===== config.mk =====
export PLATFORM = sky130hd
export DESIGN_NAME = serial_to_parallel_rx
export DESIGN_NICKNAME = d
export VERILOG_FILES = /design/src/rtl/serial_to_parallel_rx.sv
export SDC_FILE = /design/constraint.sdc
export NUM_CORES = 1
export LEC_CHECK = 0
export BUFFER_PORTS_ARGS = -buffer_cell sky130_fd_sc_hd__buf_2
export CORE_ASPECT_RATIO = 1.75
export CORE_MARGIN = 2
export CORE_UTILIZATION = 38
export CTS_CLUSTER_SIZE = 20
export DETAILED_ROUTE_END_ITERATION = 8
export MAX_ROUTING_LAYER = met4
export SKIP_CTS_REPAIR_TIMING = 1
export SYNTH_ARGS = -nofsm -noshare
export SYNTH_HDL_FRONTEND = slang
export SYNTH_SLANG_ARGS = --single-unit

===== constraint.sdc =====
create_clock -name clk -period 1.8 [get_ports clk]
set_clock_uncertainty 0.05 [all_clocks]
set_input_delay 0.27 -clock clk [delete_from_list [all_inputs] [get_ports clk]]
set_output_delay 0.27 -clock clk [all_outputs]
set_load 0.01 [all_outputs]

===== src/rtl/serial_to_parallel_rx.sv =====
// Serial link receiver: finds byte alignment on a comma symbol, locks after a run
// of aligned commas, then presents each received byte with a valid flag.
module serial_to_parallel_rx #(
    parameter logic [7:0]  COMMA       = 8'hBC,
    parameter int unsigned COMMA_COUNT = 4
) (
    input  logic       clk,
    input  logic       reset,
    input  logic       data_in,
    output logic [7:0] data_out,
    output logic       valid_out,
    output logic       word_strobe,
    output logic       active,
    output logic [2:0] bit_cnt_out
);

    localparam logic [1:0] ST_SEARCH = 2'd0;
    localparam logic [1:0] ST_ALIGN  = 2'd1;
    localparam logic [1:0] ST_ACTIVE = 2'd2;

    localparam logic [3:0] LOCK_COUNT = 4'(COMMA_COUNT);

    logic [1:0] state;
    logic [7:0] sr;
    logic [2:0] bit_cnt;
    logic [3:0] comma_cnt;

    // Word as it will look once the bit being sampled on this edge is shifted in.
    logic [7:0] nxt;
    logic       is_comma;
    logic       boundary;

    assign nxt      = {sr[6:0], data_in};
    assign is_comma = (nxt == COMMA);
    assign boundary = (bit_cnt == 3'd7);

    assign bit_cnt_out = bit_cnt;

    // NOTE: every register here is state, so all assignments are non-blocking;
    // blocking writes would let later statements see this edge's new values.
    always_ff @(posedge clk) begin
        if (reset) begin
            state       <= ST_SEARCH;
            sr          <= 8'h00;
            bit_cnt     <= 3'd0;
            comma_cnt   <= 4'd0;
            data_out    <= 8'h00;
            valid_out   <= 1'b0;
            word_strobe <= 1'b0;
            active      <= 1'b0;
        end else begin
            sr          <= nxt;
            word_strobe <= 1'b0;

            case (state)
                ST_SEARCH: begin
                    // Any bit offset may match; the match fixes the word phase.
                    if (is_comma) begin
                        comma_cnt <= 4'd1;
                        bit_cnt   <= 3'd0;
                        if (LOCK_COUNT == 4'd1) begin
                            state  <= ST_ACTIVE;
                            active <= 1'b1;
                        end else begin
                            state <= ST_ALIGN;
                        end
                    end
                end

                ST_ALIGN: begin
                    bit_cnt <= bit_cnt + 3'd1;
                    if (boundary) begin
                        word_strobe <= 1'b1;
                        if (is_comma) begin
                            comma_cnt <= comma_cnt + 4'd1;
                            if (comma_cnt + 4'd1 == LOCK_COUNT) begin
                                state  <= ST_ACTIVE;
                                active <= 1'b1;
                            end
                        end else begin
                            // Broken comma run: drop the byte and hunt again.
                            state     <= ST_SEARCH;
                            comma_cnt <= 4'd0;
                            bit_cnt   <= 3'd0;
                        end
                    end
                end

                ST_ACTIVE: begin
                    bit_cnt <= bit_cnt + 3'd1;
                    if (boundary) begin
                        word_strobe <= 1'b1;
                        if (is_comma) begin
                            valid_out <= 1'b0;
                        end else begin
                            data_out  <= nxt;
                            valid_out <= 1'b1;
                        end
                    end
                end

                default: begin
                    state     <= ST_SEARCH;
                    bit_cnt   <= 3'd0;
                    comma_cnt <= 4'd0;
                end
            endcase
        end
    end

endmodule

==> results_dict.tcl, run 1 <==
set metrics [dict create \
    grt_pass1_wl_um 4057 \
    die_width_um 45.58 \
    met2WireLength_um 1325 \
    grt_max_degree 17 \
    cts_buffers 3 \
    cts_buffer_depth 2 \
    slowest_stage "or4b_4" \
    antennaDiodeCount 0 \
    crit_arrival_ns 1.84 \
    hold_ws_ns 0.2083 \
    die_area_um2 3499 \
    finalMaxSlewViolations 0 \
    m1WireLength_um 943 \
    die_h_um 76.77 \
    syn_area_um2 1150 \
    timing.fmax_mhz 579.9 \
    antenna_found_initial 0 \
    place_ws_ns -0.001196 \
    cts_tree "done" \
    crit_chain "or4b_4, o21ai_4, a21oi_1, a221o_1" \
    clock-sinks 27 \
    critPathLaunchType "flop" \
    fill_cells 272 \
    fp-row-count 26 \
    cts_root_buf "clkbuf_8" \
    leakage_nw 0.6521 \
    wl_um 2441 \
    initial_core_util 0.3971 \
    post-route-period-util 0.9581 \
    top_layer "met4" \
    vias 916 \
    grt_usage 0.1585 \
    synth_edf_count 0 \
    crit_path_end_kind "flop" \
    layoutNonFillerInstCount 167 \
    insertion_delay_ns 0.27 \
    synth_common_cells "dfxtp_1, nor2_1, nor2b_1, ha_1, mux2i_1" \
    critPathRequiredTime_ns 1.92 \
    coreArea_um2 2895 \
    dp_hpwl_um 1848 \
    fin_ws_ns 0.07547 \
    setup_viol 0 \
    yosysTopAreaCellShare 0.4701 \
    placed_cells 162 \
    final_core_util 0.4793 \
    powerDensity_nw_per_um2 700.6 \
    r2r_slack_ns 0.08 \
    cpPeakStageDelay_ns 0.58 \
    ir_worst_vdd_mv 0.6643 \
    synth_ff_type "dfxtp_1" \
    fin_area_um2 1388 \
    relSlewSlack 0.7426 \
    synth_area_leaders "dfxtp_1, ha_1, nor2b_1, mux2i_1, nor2_1" \
    h-tree-depth 1 \
    finalHoldViolCount 0 \
    drtIter0Drc 16 \
    critPathBufInv 0 \
    drive_gt1_frac 0.2734 \
    port_buffers 16 \
    synthCells 113 \
    ant_nets 0 \
    nNetsFinal 149 \
    critPathTopFamily "compound AO/OA/AOI/OAI gates" \
    ys_seq_area_frac 0.4701 \
    fin_crit_ns 1.725 \
    drc 0 \
    grt_pass1_vias 942 \
    wl_per_cell_um 14.62 \
    timing.setup.tns_ns 0 \
    async_flop_share 0 \
    drt_pre_antenna_iters 2 \
    gp_congestion 0.8307 \
    finalPower_uw 972.1 \
    via_per_inst 5.485 \
    synth_top_cell_by_area "dfxtp_1" \
    placed_area_um2 1318 \
    wl_met3_um 77 \
    path_clk_slew_ns 0.09 \
    grt-ovfl-total 0 \
    synth_nets 122 \
    crit_fanout 5 \
    ys_seq_elements 27 \
    area_delta_synth_final_pct 20.67 \
    tightest_slew_ns 0.3849 \
    rsz0062_at_grt "no" \
    status "finished, final reports clean" \
    critPathKind "flop to flop" \
    synth_warnings 0 \
    io_pins 17 \
    synth.distinct_cells 34 \
    yosysMostFrequentCell "dfxtp_1" \
    max-cap-violations 0 \
    hp-class "input pin to flop" \
    avgSynthCellArea_um2 10.18 \
]
[worst register-to-register path, cell delays in order (launching register included)]
cell     delay, ns
dfxtp_1       0.34
or4b_4        0.58
o21ai_4       0.18
a21oi_1       0.12
a221o_1       0.36
[where the power goes]
part	internal [mW]	switching [mW]	leakage (nW)
clock network	0.157	0.192	0.0217
logic	0.00632	0.0130	0.412
registers	0.600	0.00300	0.218
[kinds of logic (layout without fill, tap and decap cells)]
kind of cell,Yosys count,count (layout),synth area share
mux,6,6,0.05223
fa+ha+maj,6,6,0.06529
buf+inv,9,35,0.03265
compound gates,21,21,0.1534
flops,27,27,0.4701
simple gates,44,44,0.2263
[flip-flops by register name (all words and copies together) (netlist names)]
signal       flops
comma_cnt        4
word_strobe      1
bit_cnt_out      3
active           1
sr               7
valid_out        1
data_out         8
state            2
[layer usage]
layer  GRT usage  vias to the layer above
met2      0.2634                       18
met3     0.03529                       10
met5           -                        -
li1            -                      453
met1      0.1611                      435
met4     0.08824                        0
[cell type report]
class                      count  area, um2  share of cell area
clock buffer                   3      41.29             0.02976
inverter                       5      18.77             0.01353
sequential                    27      541.8              0.3904
tap                           28      35.03             0.02525
multi-input combinational     77      586.8              0.4229
timing repair buffer          26      156.4              0.1127
clock inverter                 1      7.507            0.005410
[path summary, 6_finish.rpt]
kind | start | to | cells after the start
worst max-delay path | sr[5] | comma_cnt[2] | 4
worst min-delay path | data_in | sr[0] | 2
worst max register to register | sr[5] | comma_cnt[2] | 4
worst min register to register | data_out[7] | data_out[7] | 2
[placed cells by master (no fill, tap or decap), drive strengths merged, types with 2 or more instances in the layout]
cell type  count
a32o           2
a211oi         3
nor2b         11
nand4          2
buf           26
a21oi          4
nor2          13
nand2          4
nand3          2
and2           2
ha             6
nor3           2
and3           2
a41oi          2
o21ai          2
dfxtp         27
clkbuf         3
mux2i          6
inv            5
Power figures use the tool's default switching activity.
==> run 2, diff against run 1 <==
MAX_ROUTING_LAYER = unset   (was met4)
clock period = 1.45 ns   (was 1.8 ns; I/O delays follow)
==> run 2 against run 1 <==
Against the previous run: the run now ends with setup timing left; sequential share of layout area shrank 4.3 points; design area up 14%; total power rose by 24%; maximum frequency rose by 1.4%; non-clock buffer count rose by 18; count of clock-buffer cells in the layout stayed put; worst hold slack lost 0.061 ns; first-iteration DRC count grew 25%; register-to-register slack worse by 0.33 ns; critical path depth did not move; highest routed layer unchanged.
==> results_dict.tcl, run 2 (same netlist as run 1, synthesis figures left out) <==
set metrics [dict create \
    layoutNonFillerInstCount 185 \
    finalMaxSlewViolations 0 \
    cts_tree "done" \
    hp-class "input pin to flop" \
    cts_buffers 3 \
    drc 0 \
    grt_max_degree 16 \
    io_pins 17 \
    critPathRequiredTime_ns 1.62 \
    grt_usage 0.1617 \
    grt_pass1_vias 951 \
    wl_um 2527 \
    max-cap-violations 0 \
    crit_chain "or4b_4, nor4b_4, and4b_1, a221o_1" \
    crit_path_end_kind "flop" \
    relSlewSlack 0.7651 \
    die_h_um 76.77 \
    hold_ws_ns 0.1474 \
    tightest_slew_ns 0.3516 \
    antennaDiodeCount 0 \
    r2r_slack_ns -0.25 \
    rsz0062_at_grt "yes" \
    fp-row-count 26 \
    placed_cells 178 \
    area_delta_synth_final_pct 37.00 \
    largest_register_ffs 8 \
    top_regs "data_out: 8 flops, sr: 7 flops, comma_cnt: 4 flops" \
    ant_nets 0 \
    grt_pass1_wl_um 4264 \
    critPathKind "flop to flop" \
    seq_area_um2 546.8 \
    nNetsFinal 167 \
    top_register "data_out" \
    status "finished with violations" \
    fin_area_um2 1575 \
    mostFrequentLayoutCells "buf_4, dfxtp_1, buf_2, nor2_1, nor2b_1" \
    cts_buffer_depth 2 \
    coreArea_um2 2895 \
    drtIter0Drc 20 \
    wl_per_cell_um 13.66 \
    fin_crit_ns 1.700 \
    powerDensity_nw_per_um2 764.7 \
    initial_core_util 0.3971 \
    gp_congestion 0.7892 \
    antenna_found_initial 0 \
    insertion_delay_ns 0.27 \
    fin_ws_ns -0.2501 \
    port_buffers 16 \
    placed_area_um2 1451 \
    critPathLaunchType "flop" \
    timing.fmax_mhz 588.2 \
    dp_hpwl_um 1989 \
    die_area_um2 3499 \
    path_clk_slew_ns 0.09 \
    h-tree-depth 1 \
    clock-sinks 27 \
    ir_worst_vdd_mv 0.6638 \
    via_per_inst 5.292 \
    die_width_um 45.58 \
    post-route-period-util 1.172 \
    vias 979 \
    setup_viol 19 \
    finalHoldViolCount 0 \
    leakage_nw 0.7453 \
    fill_cells 279 \
    cpPeakStageDelay_ns 0.57 \
    crit_arrival_ns 1.87 \
    final_common_cell "buf_4" \
    violations "setup timing" \
    multi_input_area_um2 638.1 \
    cts_root_buf "clkbuf_8" \
    grt-ovfl-total 0 \
    slowest_stage "or4b_4" \
    drt_pre_antenna_iters 4 \
    crit_fanout 5 \
    drive_gt1_frac 0.4331 \
]
==> run 2: cell types whose count changed in the layout (fill, tap and decap cells not counted), moves of 2 or more <==
cell,change
dfxtp_1,-4
dfxtp_2,+4
buf_4,+20
ha_4,+2
ha_1,-4
ha_2,+2
==> run 2: final timing paths <==
| check | startpoint | cells after the start | endpoint |
|---|---|---|---|
| worst max-delay path | sr[5] | 4 | comma_cnt[2] |
| worst min-delay path | data_in | 2 | sr[0] |
| worst max register to register | sr[5] | 4 | comma_cnt[2] |
| worst min register to register | valid_out | 2 | valid_out |
==> run 2: worst max-delay path, delay by kind of cell (launching register included) <==
family	cells	cell delay [ns]
AO/OA/AOI/OAI	1	0.11
flip-flops	1	0.33
AND/OR/NAND/NOR	3	1.15
==> run 2: cell type report <==
cell class | instances | area share
multi-input cells | 77 | 0.4051
flip-flops and latches | 27 | 0.3471
clock buffers | 3 | 0.02621
well taps | 28 | 0.02224
clock inverters | 1 | 0.003177
inverters | 5 | 0.01191
repair buffers | 44 | 0.1843
==> run 2: stage by stage <==
step                utilization  power, mW  setup slack, ns  setup TNS, ns
floorplan                     -     0.7784          -0.1411         -1.543
global placement         0.5013     0.7932          -0.2554         -3.813
detailed placement       0.5013     0.7931          -0.3113         -4.235
CTS                      0.5173      1.210          -0.2957         -3.911
global route             0.5441      1.247          -0.3289         -4.948
finish                   0.5441      1.205          -0.2501         -3.592
==> run 2: where the power goes <==
part	total, mW	switching (mW)	leakage, nW	internal [mW]
logic	0.0279	0.0174	0.499	0.0105
registers	0.748	0.00297	0.221	0.745
clock network	0.429	0.236	0.0255	0.193
==> run 2: per-layer routing <==
metal | share of wire | vias to the layer above | global-route usage | wire, um
li1 | - | 494 | - | -
met1 | 0.40 | 460 | 0.1932 | 1008
met2 | 0.56 | 20 | 0.2746 | 1410
met3 | 0.024 | 5 | 0.02118 | 61
met4 | 0.018 | 0 | 0.06471 | 46
met5 | 0 | - | 0 | 0
==> run 3, diff against run 2 <==
SKIP_LAST_GASP = 1   (was unset)
==> run 3 against run 2 <==
Against the previous run: the run still ends with setup timing left; setup slack better by 0.0055 ns; wire length up 0.12%; maximum frequency up 0.33%; sequential power about the same; combinational power about the same; critical path depth unchanged; global-route usage unchanged; final cell count unchanged; flip-flop and latch count unchanged.
==> results_dict.tcl, run 3 (same netlist as run 1, synthesis figures left out) <==
set metrics [dict create \
    status "finished with violations" \
    violations "setup timing" \
    grt_pass1_vias 951 \
    fp-row-count 26 \
    powerDensity_nw_per_um2 764.7 \
    holdPathEnd "sr[0]" \
    cts_buffer_depth 2 \
    relSlewSlack 0.7651 \
    gp_congestion 0.7892 \
    fill_cells 279 \
    leakage_nw 0.7453 \
    grt_pass1_wl_um 4264 \
    finalPower_mw 1.205 \
    drc 0 \
    h-tree-depth 1 \
    top_regs "data_out: 8 flops, sr: 7 flops, comma_cnt: 4 flops" \
    final_common_cell "buf_4" \
    via_per_inst 5.286 \
    post-route-period-util 1.169 \
    grt-ovfl-total 0 \
    reg2reg_to "comma_cnt[2]" \
    max-cap-violations 0 \
    wl_per_cell_um 13.68 \
    finalHoldViolCount 0 \
    path_clk_slew_ns 0.09 \
    insertion_delay_ns 0.27 \
    layoutNonFillerInstCount 185 \
    placed_area_um2 1451 \
    critPathKind "flop to flop" \
    wl_um 2530 \
    rsz0062_at_grt "yes" \
    cts_buffers 3 \
    port_buffers 16 \
    placed_cells 178 \
    crit_arrival_ns 1.87 \
    hold_depth 2 \
    largest_register_ffs 8 \
    cts_root_buf "clkbuf_8" \
    drive_gt1_frac 0.4331 \
    finalMaxSlewViolations 0 \
    setup_viol 19 \
    nNetsFinal 167 \
    tightest_slew_ns 0.3516 \
    dp_hpwl_um 1989 \
    fin_area_um2 1575 \
    crit_path_end_kind "flop" \
    hp-start "data_in" \
    die_area_um2 3499 \
    fin_crit_ns 1.695 \
    ir_worst_vdd_mv 0.6638 \
    crit_chain "or4b_4, nor4b_4, and4b_1, a221o_1" \
    coreArea_um2 2895 \
    slowest_stage "or4b_4" \
    final_core_util 0.5441 \
    r2r_slack_ns -0.24 \
    die_width_um 45.58 \
    grt_usage 0.1617 \
    grt_max_degree 16 \
    io_pins 17 \
    hold_ws_ns 0.1474 \
    hp-class "input pin to flop" \
    antennaDiodeCount 0 \
    reg2regPathDepth 4 \
    mostFrequentLayoutCells "buf_4, dfxtp_1, buf_2, nor2_1, nor2b_1" \
    ant_nets 0 \
    crit_fanout 5 \
    top_register "data_out" \
    timing.fmax_mhz 590.1 \
    critPathRequiredTime_ns 1.62 \
    die_h_um 76.77 \
    fin_ws_ns -0.2446 \
    drt_pre_antenna_iters 4 \
    cts_tree "done" \
    timing.rr.start "sr[5]" \
    drtIter0Drc 20 \
    antenna_found_initial 0 \
    critPathLaunchType "flop" \
    clock-sinks 27 \
    cpPeakStageDelay_ns 0.57 \
    vias 978 \
    initial_core_util 0.3971 \
    area_delta_synth_final_pct 37.00 \
]
[run 3: metrics by stage]
| step | TNS (ns) | setup WS (ns) |
|---|---|---|
| floorplan | -1.543 | -0.1411 |
| global placement | -3.813 | -0.2554 |
| detailed placement | -4.235 | -0.3113 |
| CTS | -3.911 | -0.2957 |
| global route | -4.949 | -0.3289 |
| finish | -3.585 | -0.2446 |
[run 3: where the power goes]
| group | internal (mW) | total [mW] | switching (mW) |
|---|---|---|---|
| registers | 0.745 | 0.748 | 0.00297 |
| logic | 0.0105 | 0.0279 | 0.0174 |
| clock network | 0.193 | 0.429 | 0.236 |
[run 3: how the worst max path moves through the flow]
stage	cells after the start	slack, ns	to	start
after global placement	5	-0.26	bit_cnt_out[1]	data_in
after global routing	5	-0.33	data_out[6]	sr[5]
after floorplan	4	-0.14	comma_cnt[2]	sr[5]
after CTS	4	-0.30	comma_cnt[2]	sr[5]
final	4	-0.24	comma_cnt[2]	sr[5]
after detailed placement	5	-0.31	comma_cnt[2]	data_in
[run 3: area by class of cell]
type / count / area, um2 / share of cell area
Multi-Input combinational cell: 77 / 638.1 / 0.4051
Inverter: 5 / 18.77 / 0.01191
Sequential cell: 27 / 546.8 / 0.3471
Tap cell: 28 / 35.03 / 0.02224
Clock buffer: 3 / 41.29 / 0.02621
Timing Repair Buffer: 44 / 290.3 / 0.1843
Clock inverter: 1 / 5.005 / 0.003177
[run 3: per-layer routing]
layer | wire, um | vias up | global-route usage | share of wire
met5 | 0 | - | 0 | 0
met4 | 46 | 0 | 0.06471 | 0.018
met3 | 61 | 5 | 0.02118 | 0.024
met2 | 1413 | 20 | 0.2746 | 0.56
met1 | 1008 | 459 | 0.1932 | 0.40
li1 | - | 494 | - | -
[run 3: critical path: cells and delay by family (launching register included)]
family          cells  cell delay [ns]
compound gates      1             0.11
flops               1             0.33
simple gates        3             1.15
